[config.mk]
export PLATFORM = sky130hd
export DESIGN_NAME = shifter_arbiter
export DESIGN_NICKNAME = d
export VERILOG_FILES = /design/src/rtl/shifter_arbiter.sv
export SDC_FILE = /design/constraint.sdc
export NUM_CORES = 1
export LEC_CHECK = 0
export BUFFER_PORTS_ARGS = -buffer_cell sky130_fd_sc_hd__buf_2
export CAP_MARGIN = 5
export CORE_MARGIN = 3
export CORE_UTILIZATION = 55
export CTS_CLUSTER_DIAMETER = 40
export DETAILED_ROUTE_END_ITERATION = 10
export GPL_TIMING_DRIVEN = 0
export PLACE_DENSITY_LB_ADDON = 0.08
export SETUP_SLACK_MARGIN = 0.05
export SLEW_MARGIN = 20
export SYNTH_ARGS = -nofsm -noshare
export SYNTH_HDL_FRONTEND = slang
export SYNTH_SLANG_ARGS = --single-unit
export TNS_END_PERCENT = 1
[constraint.sdc]
create_clock -name clk -period 2.36 [get_ports clk]
set_clock_uncertainty 0.15 [all_clocks]
set_input_delay 0.708 -clock clk [delete_from_list [all_inputs] [get_ports clk]]
set_output_delay 0.708 -clock clk [all_outputs]
set_load 0.01 [all_outputs]
[src/rtl/shifter_arbiter.sv]
// Purpose: round-robin share of one 8-bit combinational shifter between requesters A and B.
// Latency: ack in cycle N, registered result valid from cycle N+2; at least 3 cycles per operation, no overlap.
// Backpressure: result, id and valid hold in DONE until res_ready; requests are not acked until then.

module shifter (
    input  logic [7:0] data,
    input  logic [2:0] amt,
    input  logic [1:0] op,
    output logic [7:0] result
);

    logic [15:0] rot;

    // 00 lsl, 01 lsr, 10 asr, 11 rotate left; amt 0 passes data through for every op
    always_comb begin
        rot    = {data, data} << amt;
        result = data;
        case (op)
            2'b00:   result = data << amt;
            2'b01:   result = data >> amt;
            2'b10:   result = $signed(data) >>> amt;
            default: result = rot[15:8];
        endcase
    end

endmodule

module shifter_arbiter #(
    parameter int WIDTH = 8,
    parameter int AMT_W = 3
) (
    input  logic             clk,
    input  logic             reset,
    input  logic             req_a,
    input  logic [WIDTH-1:0] data_a,
    input  logic [AMT_W-1:0] amt_a,
    input  logic [1:0]       op_a,
    output logic             ack_a,
    input  logic             req_b,
    input  logic [WIDTH-1:0] data_b,
    input  logic [AMT_W-1:0] amt_b,
    input  logic [1:0]       op_b,
    output logic             ack_b,
    output logic [WIDTH-1:0] res_data,
    output logic             res_id,
    output logic             res_valid,
    input  logic             res_ready,
    output logic             busy
);

    typedef enum logic [1:0] {
        IDLE = 2'd0,
        EXEC = 2'd1,
        DONE = 2'd2
    } state_t;

    state_t           state;
    logic [WIDTH-1:0] opnd;
    logic [AMT_W-1:0] amt_r;
    logic [1:0]       op_r;
    logic             grant_id;
    logic             ptr;        // 0 favours A, 1 favours B
    logic             win_b;
    logic             any_req;
    logic [WIDTH-1:0] shift_out;

    // B wins if it is the only requester, or both request and the pointer favours B
    always_comb begin
        any_req = req_a || req_b;
        win_b   = req_b && (!req_a || ptr);
    end

    // Ack marks the IDLE cycle whose closing edge captures the operands; masked while in reset
    assign ack_a = (state == IDLE) && !reset && req_a && !win_b;
    assign ack_b = (state == IDLE) && !reset && win_b;
    assign busy  = (state != IDLE);

    shifter u_shifter (
        .data   (opnd),
        .amt    (amt_r),
        .op     (op_r),
        .result (shift_out)
    );

    // Sequencer: capture winner in IDLE, latch shifter output in EXEC, hold result in DONE until accepted
    always_ff @(posedge clk or posedge reset) begin
        if (reset) begin
            state     <= IDLE;
            opnd      <= '0;
            amt_r     <= '0;
            op_r      <= '0;
            grant_id  <= 1'b0;
            ptr       <= 1'b0;
            res_data  <= '0;
            res_id    <= 1'b0;
            res_valid <= 1'b0;
        end else begin
            case (state)
                IDLE: begin
                    if (any_req) begin
                        opnd     <= win_b ? data_b : data_a;
                        amt_r    <= win_b ? amt_b  : amt_a;
                        op_r     <= win_b ? op_b   : op_a;
                        grant_id <= win_b;
                        state    <= EXEC;
                    end
                end
                EXEC: begin
                    res_data  <= shift_out;
                    res_id    <= grant_id;
                    res_valid <= 1'b1;
                    state     <= DONE;
                end
                DONE: begin
                    if (res_ready) begin
                        res_valid <= 1'b0;
                        // favour the requester that was not just served
                        ptr       <= ~grant_id;
                        state     <= IDLE;
                    end
                end
                default: state <= IDLE;
            endcase
        end
    end

endmodule

==> results of run 1 <==
==> repair_timing <==
action / in CTS / in global routing
pin swaps: 2 / 0
resized for setup: 8 / 2
setup buffers: 3 / 0
setup endpoints to repair: 2 / 2
==> through the flow <==
stage	total power, uW	worst slack (ps)	instance area (um^2)
after global routing	3940	27.6	2420
final	3650	86.2	2420
after floorplan	2640	70.5	2040
after CTS	3600	29.1	2420
after global placement	3210	-227	2310
after detailed placement	3250	-247	2310
==> kinds of logic (layout without fill, tap and decap cells) <==
group	count (synthesis)	after routing	share of synthesized area
AOI/OAI and AO/OA	70	70	0.222
buffers and inverters	29	79	0.0669
DFF	27	27	0.331
muxes	41	41	0.219
and+or+nand+nor	68	68	0.160
==> path summary, 6_finish.rpt <==
path / endpoint / cells after the start / slack [ps] / startpoint
worst max-delay path: ack_a / 4 / 90 / state[1]$_DFFE_PP0P_
worst min-delay path: ptr$_DFFE_PP0P_ / 1 / 320 / grant_id$_DFFE_PP0P_
worst max register to register: res_data[4]$_DFFE_PP0P_ / 6 / 400 / amt_r[1]$_DFFE_PP0P_
worst min register to register: ptr$_DFFE_PP0P_ / 1 / 320 / grant_id$_DFFE_PP0P_
max in group asynchronous: res_data[0]$_DFFE_PP0P_ / 2 / 1340 / reset
min in group asynchronous: res_id$_DFFE_PP0P_ / 2 / 360 / reset
==> final cells by class <==
class / instances / area [um^2]
inverters: 7 / 26.3
clock inverters: 1 / 7.51
plain buffers: 22 / 120
repair buffers: 46 / 238
well taps: 46 / 57.6
flip-flops and latches: 27 / 676
multi-input cells: 179 / 1260
fillers: 294 / 1020
clock buffers: 3 / 41.3
==> per-layer routing <==
| layer | vias to the layer above | global-route usage | wire [um] |
|---|---|---|---|
| met2 | 101 | 0.439 | 2550 |
| met4 | 0 | 0.0987 | 103 |
| li1 | 964 | - | - |
| met3 | 10 | 0.0270 | 422 |
| met5 | - | 0 | 0 |
| met1 | 936 | 0.345 | 2300 |
==> flip-flops by register name, indices dropped and copies added (netlist names) <==
register   cells
amt_r          3
grant_id       1
op_r           2
opnd           8
ptr            1
res_data       8
res_id         1
res_valid      1
state          2
==> worst max-delay path: stages, from the launching register on <==
cell	delay, ps
dfrtp_1	400
or2_0	200
clkbuf_4	170
a2111oi_4	180
buf_2	180
==> cells in the final DEF (no fill, tap or decap), types with 3 or more instances in the layout <==
master	instances
nand2b_1	4
nor2b_1	4
nor2_1	26
a211oi_1	4
buf_2	52
mux2i_1	30
buf_4	5
nand2_1	14
o21ai_0	9
o31ai_1	3
a31oi_1	3
nor3_1	4
mux2_2	9
dfrtp_1	27
o22ai_1	4
clkbuf_1	6
a21oi_1	26
clkbuf_8	3
inv_1	5
==> power groups by stage <==
stage / Clock [uW] / Sequential [uW] / Combinational (uW)
detailed placement: 0 / 908 / 2340
CTS: 283 / 890 / 2430
global route: 301 / 927 / 2710
finish: 282 / 895 / 2470
floorplan: 0 / 898 / 1740
global placement: 0 / 898 / 2320
==> impl_metrics.ini, run 1 <==
[power]
peakVddDrop_v = 0.000718
p_comb_frac = 0.677
switchingPower_uw = 1790
power_frac_seq = 0.245
intPower_uw = 1860
swShare = 0.490
clkPwrFrac = 0.077
powerDensity_nw_per_um2 = 1510
power.leakage_uw = 0.00113

[logic_synthesis]
synth.most_common_cell = mux2i_1
async_flop_share = 1.00
seq_area_frac_synth = 0.331
ys.flop_type = dfrtp_1
synth_top_area_frac = 0.331
avgSynthCellArea_um2 = 8.67
synth.distinct_cells = 48
yosys_warnings = 0
post-synth-top-area-cell = dfrtp_1
synthCells = 235
synthesis.area_um2 = 2040
synth.area.top_cells = dfrtp_1 (33%), mux2i_1 (15%), a21oi_1 (6.4%)
syn-num-nets = 266
synth_edf_count = 0
synth-seq-cells = 27
synth_common_cells = mux2i_1 (30), dfrtp_1 (27), a21oi_1 (26), nor2_1 (26), nand2_1 (14)

[job]
cap_violations = 0

[die]
dieHeight_um = 66.9
die_width_um = 66.9
start_util = 0.592
rows = 21
pin_count = 44
coreArea_um2 = 3440
dieArea_um2 = 4470

[global_routing]
grt_max_degree = 28
grt_pass1_wl_um = 8930
overflow = 0
grt_usage = 0.262
antenna_found_initial = 0
grt_pass1_vias = 1898

[sta]
slew_viol_final = 0
holdWs_ps = 325
fin_crit_sh = 0.963
tightest_slew_ps = 550
tns_ps = 0
rsz0062_at_grt = true
relSlewSlack = 0.633
finalHoldViolCount = 0
finalSetupViolations = 0
max_freq_ghz = 0.440
period_needed_ps = 2270

[cells_and_area]
area_delta_synth_final_pct = 18.9
fin_cells = 331
drive_gt1_frac = 0.288
nets = 317
post-route-util = 0.704
diodes = 0

[run_status]
status = finished clean

[clock_network]
clkSinkCount = 27
htreeDepth = 1
cts_tree = yes
clkTransAtPathRegs_ps = 100
cts_buffers = 3
clkLatencyLatePin_ps = 280
cts_max_path_buffers = 2
cts_hold_buffers = 0
cts-root-buf = clkbuf_8

[routing]
drt-total-wl_um = 5380
ant_nets = 0
drc_errors = 0
drtIter0Drc = 285
route.detailed.wl_per_inst_um = 16.2
vias = 2011
viasPerCell = 6.08
firstDrtPassIters = 4

[setup_path]
worstPathArrival_ps = 1420
startpoint_type = flop
cp.required_ps = 1500
critPathCaptureType = output port
worstSetupPathType = reg -> out
crit_fanout = 4

[place]
place_congestion = 0.928
hpwl_um = 4000
place_inst = 324
portBuffers = 43

[min_path]
hp-class = reg -> reg
No activity file was read; power rests on OpenSTA's default activity.
==> inputs of run 2 (changes only) <==
- CORE_UTILIZATION: 55 -> 59
- REMOVE_ABC_BUFFERS: not set -> 1
- clock period: 2.36 -> 2.7 ns (I/O delays scaled with it)
==> impl_metrics.ini, run 2 (synthesis gave the netlist of run 1 again) <==
[power]
powerDensity_nw_per_um2 = 1270
peakVddDrop_v = 0.000974
power.leakage_uw = 0.00105

[die]
pin_count = 44
die_width_um = 64.8
dieHeight_um = 64.8
coreArea_um2 = 3180
start_util = 0.641
dieArea_um2 = 4200
rows = 20

[cells_and_area]
area_delta_synth_final_pct = 10.7
nets = 294
finalInstanceArea_um2 = 2260
final_common_cell = buf_2
reg.largest.list = opnd x8, res_data x8, amt_r x3
diodes = 0
drive_gt1_frac = 0.248
final_cell_mix = buf_2 (43), mux2i_1 (30), nor2_1 (26), a21oi_1 (26), dfrtp_1 (25)

[sta]
slew_viol_final = 0
period_needed_ps = 2560
finalHoldViolCount = 0
finalSetupViolations = 0
holdWs_ps = 316
relSlewSlack = 0.263
fin_crit_sh = 0.948
tightest_slew_ps = 1110
max_freq_ghz = 0.391
rsz0062_at_grt = true

[routing]
drtIter0Drc = 94
drt-total-wl_um = 4420
firstDrtPassIters = 4
ant_nets = 0
viasPerCell = 5.93
vias = 1814
drc_errors = 0
route.detailed.wl_per_inst_um = 14.4

[clock_network]
cts_hold_buffers = 0
clkLatencyLatePin_ps = 340
clkSinkCount = 27
clkTransAtPathRegs_ps = 160
cts_max_path_buffers = 2
cts_buffers = 3
cts-root-buf = clkbuf_4
htreeDepth = 1
cts_tree = yes

[setup_path]
worstRegToRegCells = 5
r2r-start = amt_r[2]$_DFFE_PP0P_
startpoint_type = flop
cp.required_ps = 1740
worstSetupPathType = reg -> out
critPathMaxStageDelay_ps = 470
worstPathCellList = or2_1 -> a2111oi_1 -> buf_2
crit_slowest_cell = dfrtp_1
crit_fanout = 7
critPathCaptureType = output port
worstPathArrival_ps = 1600
ff2ff_setup_slack_ps = 420
regToRegEndpoint = res_data[0]$_DFFE_PP0P_

[min_path]
min_path_cells = 1
min_from = grant_id$_DFFE_PP0P_
hp-class = reg -> reg
worstHoldEndpoint = ptr$_DFFE_PP0P_

[place]
portBuffers = 43
placed_area_um2 = 2200
hpwl_um = 3200
place_congestion = 0.926

[global_routing]
grt_pass1_wl_um = 7600
grt_pass1_vias = 1648
antenna_found_initial = 0
grt_max_degree = 40
overflow = 0
grt_usage = 0.226

[job]
cap_violations = 0

[run_status]
status = finished clean
## run 2: cell types whose count changed in the layout (fill, tap and decap cells not counted), moves of 2 or more
| cell | before | now |
|---|---|---|
| buf_1 | 2 | 0 |
| buf_2 | 52 | 43 |
| buf_4 | 5 | 2 |
| buf_6 | 2 | 0 |
| clkbuf_1 | 6 | 0 |
| clkbuf_4 | 1 | 3 |
| clkbuf_8 | 3 | 0 |
| dfrtp_1 | 27 | 25 |
| dfrtp_2 | 0 | 2 |
| inv_2 | 2 | 0 |
## run 2: worst max-delay path by stage
stage                         start    end  slack, ps  cells past startpoint
3_5_place_dp                  req_a  ack_b       -160                      5
3_3_place_gp                  req_a  ack_b       -130                      5
4_1_cts                       req_a  ack_b         60                      5
5_1_grt        state[1]$_DFFE_PP0P_  ack_a         30                      3
6_report       state[1]$_DFFE_PP0P_  ack_a        140                      3
2_1_floorplan                 req_a  ack_b        140                      3
## run 2: power by group
part           internal, uW  total (uW)  leakage [uW]  switching [uW]
Sequential              602        1070      0.000308             465
Combinational           791        1600      0.000720             806
Clock                  60.6         198     0.0000183             137
Total                  1450        2860       0.00105            1410
## run 2: area by class of cell
| class | instances | area (um^2) |
|---|---|---|
| Sequential cell | 27 | 678 |
| Clock inverter | 1 | 8.76 |
| Multi-Input combinational cell | 179 | 1230 |
| Timing Repair Buffer | 45 | 230 |
| Clock buffer | 3 | 22.5 |
| Tap cell | 44 | 55.1 |
| Inverter | 7 | 26.3 |
| Fill cell | 273 | 922 |
## run 2: critical path: cells and delay by family, from the launching register on
kind / cells / cell delay [ps]
buffers and inverters: 1 / 190
AOI/OAI and AO/OA: 1 / 310
and+or+nand+nor: 1 / 290
DFF: 1 / 470
## run 2: what timing repair did
item                       CTS  global route
buffers inserted             0             2
gates cloned                 0             0
pin swaps                    0             1
setup endpoints to repair    1             4
resized for setup            1             3
## run 2: through the flow
stage          setup TNS [ps]  cells  setup slack (ps)  utilization  total power (uW)
6_report                    0    306               140        0.710              2860
5_1_grt                     0    306              31.6        0.710              3120
4_1_cts                     0    304              60.4        0.704              2840
3_5_place_dp             -158    300              -158        0.692              2640
3_3_place_gp             -127    300              -127        0.692              2610
2_1_floorplan               0    213               145            -              2190
## run 2: layer usage
| metal | wire length (um) | vias to the layer above | GRT usage | part of all wire |
|---|---|---|---|---|
| met2 | 2060 | 58 | 0.369 | 0.47 |
| li1 | - | 923 | - | - |
| met3 | 245 | 4 | 0.0277 | 0.055 |
| met1 | 2080 | 829 | 0.318 | 0.47 |
| met4 | 32 | 0 | 0.0528 | 0.0072 |
| met5 | 0 | - | 0 | 0 |
==> inputs of run 3 (changes only) <==
- ABC_AREA: not set -> 1
- CORE_UTILIZATION: 59 -> 58
==> impl_metrics.ini, run 3 <==
[cells_and_area]
post-route-util = 0.711
area_delta_synth_final_pct = 16.5
finalInstanceArea_um2 = 2190
final_common_cell = nand2_1
diodes = 0
drive_gt1_frac = 0.222
reg.largest.list = opnd x8, res_data x8, amt_r x3
final_cell_mix = nand2_1 (110), buf_2 (43), nand3_1 (36)
nets = 374

[routing]
firstDrtPassIters = 4
drc_errors = 0
ant_nets = 0
viasPerCell = 5.36
drt-total-wl_um = 4630
drtIter0Drc = 198
route.detailed.wl_per_inst_um = 12.0
vias = 2068

[logic_synthesis]
seq_area_frac_synth = 0.360
synth.most_common_cell = nand2_1
ys.flop_type = dfrtp_1
synthCells = 299
synth_fa_ha_area_frac = 0
synthSimpleGateAreaFrac = 0.408
synth_xor_area_frac = 0
yosys_warnings = 0
synth_top_family_by_area = simple AND/OR/NAND/NOR gates
synth.area.top_cells = dfrtp_1 (36%), nand2_1 (22%), nand3_1 (9.6%)
synth_common_cells = nand2_1 (110), nand3_1 (36), nor2_1 (31)
synth.distinct_cells = 22
synth_compound_gate_area_share = 0.146
synth_top_area_frac = 0.360
avgSynthCellArea_um2 = 6.29
post-synth-top-area-cell = dfrtp_1
synthesis.area_um2 = 1880
synth-seq-cells = 27
synth_edf_count = 0
async_flop_share = 1.00
synth_mux_area_frac = 0

[setup_path]
ff2ff_setup_slack_ps = 620
critPathMaxStageDelay_ps = 220
critPathCaptureType = output port
regToRegEndpoint = opnd[6]$_DFFE_PP0P_
worstRegToRegCells = 6
crit_fanout = 13
critical_path_buf_inv_count = 4
crit_slowest_cell = buf_4
worstPathArrival_ps = 1550
startpoint_type = primary input
worstSetupPathType = in -> out
cp.required_ps = 1740
cp_top_family = buffers and inverters
r2r-start = state[1]$_DFFE_PP0P_
crit_top_cell = buf_2
worst-path-stages = 6
worstPathCellList = buf_2 -> inv_2 -> o21ai_4 -> buf_4 -> nor2_1 -> buf_2

[min_path]
hp-class = reg -> reg
min_path_cells = 1
worstHoldEndpoint = ptr$_DFFE_PP0P_
min_from = grant_id$_DFFE_PP0P_

[die]
dieArea_um2 = 3960
die_width_um = 62.9
start_util = 0.611
pin_count = 44
dieHeight_um = 62.9
coreArea_um2 = 3080
rows = 20

[clock_network]
cts_max_path_buffers = 2
cts_buffers = 3
cts-root-buf = clkbuf_4
cts_hold_buffers = 0
cts_tree = yes
clkTransAtPathRegs_ps = 160
clkLatencyLatePin_ps = 340
clkSinkCount = 27
htreeDepth = 1

[global_routing]
grt_pass1_wl_um = 7970
grt_max_degree = 23
antenna_found_initial = 0
grt_pass1_vias = 1806
overflow = 0
grt_usage = 0.245

[sta]
relSlewSlack = 0.490
tightest_slew_ps = 765
fin_crit_sh = 0.928
finalSetupViolations = 0
slew_viol_final = 0
rsz0062_at_grt = false
period_needed_ps = 2510
holdWs_ps = 317
max_freq_ghz = 0.399
finalHoldViolCount = 0

[place]
placed_area_um2 = 2080
place_congestion = 0.903
portBuffers = 43
hpwl_um = 3410

[power]
peakVddDrop_v = 0.000744
power.leakage_uw = 0.00117
powerDensity_nw_per_um2 = 1250

[job]
cap_violations = 0

[run_status]
status = finished clean
-- run 3: layer usage --
layer  share of wire  GRT usage
met5               0          0
met4           0.011     0.0661
met3           0.051     0.0198
met2            0.47      0.406
met1            0.47      0.344
-- run 3: worst max-delay path by stage --
| stage | startpoint | to | slack (ps) |
|---|---|---|---|
| after floorplan | reset | ack_a | -130 |
| after global placement | reset | ack_a | -470 |
| after detailed placement | reset | ack_a | -480 |
| after CTS | req_a | ack_a | -40 |
| after global routing | req_a | ack_b | 150 |
| final | req_a | ack_b | 190 |
-- run 3: metrics by stage --
| step | power, uW | TNS, ps | instances | setup WS, ps |
|---|---|---|---|---|
| final | 2740 | 0 | 386 | 194 |
| after global routing | 3070 | 0 | 386 | 148 |
| after CTS | 2720 | -40.4 | 379 | -40.4 |
| after detailed placement | 2530 | -898 | 373 | -481 |
| after global placement | 2490 | -851 | 373 | -471 |
| after floorplan | 2090 | -140 | 286 | -130 |
-- run 3: timing repair --
action / 4_1_cts / 5_1_grt
cloned: 1 / 0
pin swaps: 0 / 1
endpoints found under the hold margin: 0 / 0
setup endpoints to repair: 2 / 2
buffers inserted: 1 / 7
resized for setup: 3 / 0
-- run 3: power breakdown --
| group | total, uW | internal [uW] | leakage, uW | switching [uW] |
|---|---|---|---|---|
| Combinational | 1730 | 605 | 0.000830 | 1120 |
| Clock | 182 | 56.8 | 0.0000139 | 126 |
| Sequential | 834 | 602 | 0.000326 | 233 |
-- run 3: cell families (layout without fill, tap and decap cells) --
logic type,count (synthesis),after routing
AND/OR/NAND/NOR,185,185
AO/OA/AOI/OAI,51,51
buffers and inverters,36,79
flip-flops,27,27
-- run 3: final cells by class --
class	instances	area [um^2]
multi-input cells	236	1050
fillers	309	888
flip-flops and latches	27	676
repair buffers	51	275
inverters	23	98.8
well taps	44	55.1
clock buffers	3	22.5
clock inverters	1	7.51
repair inverters	1	5.00
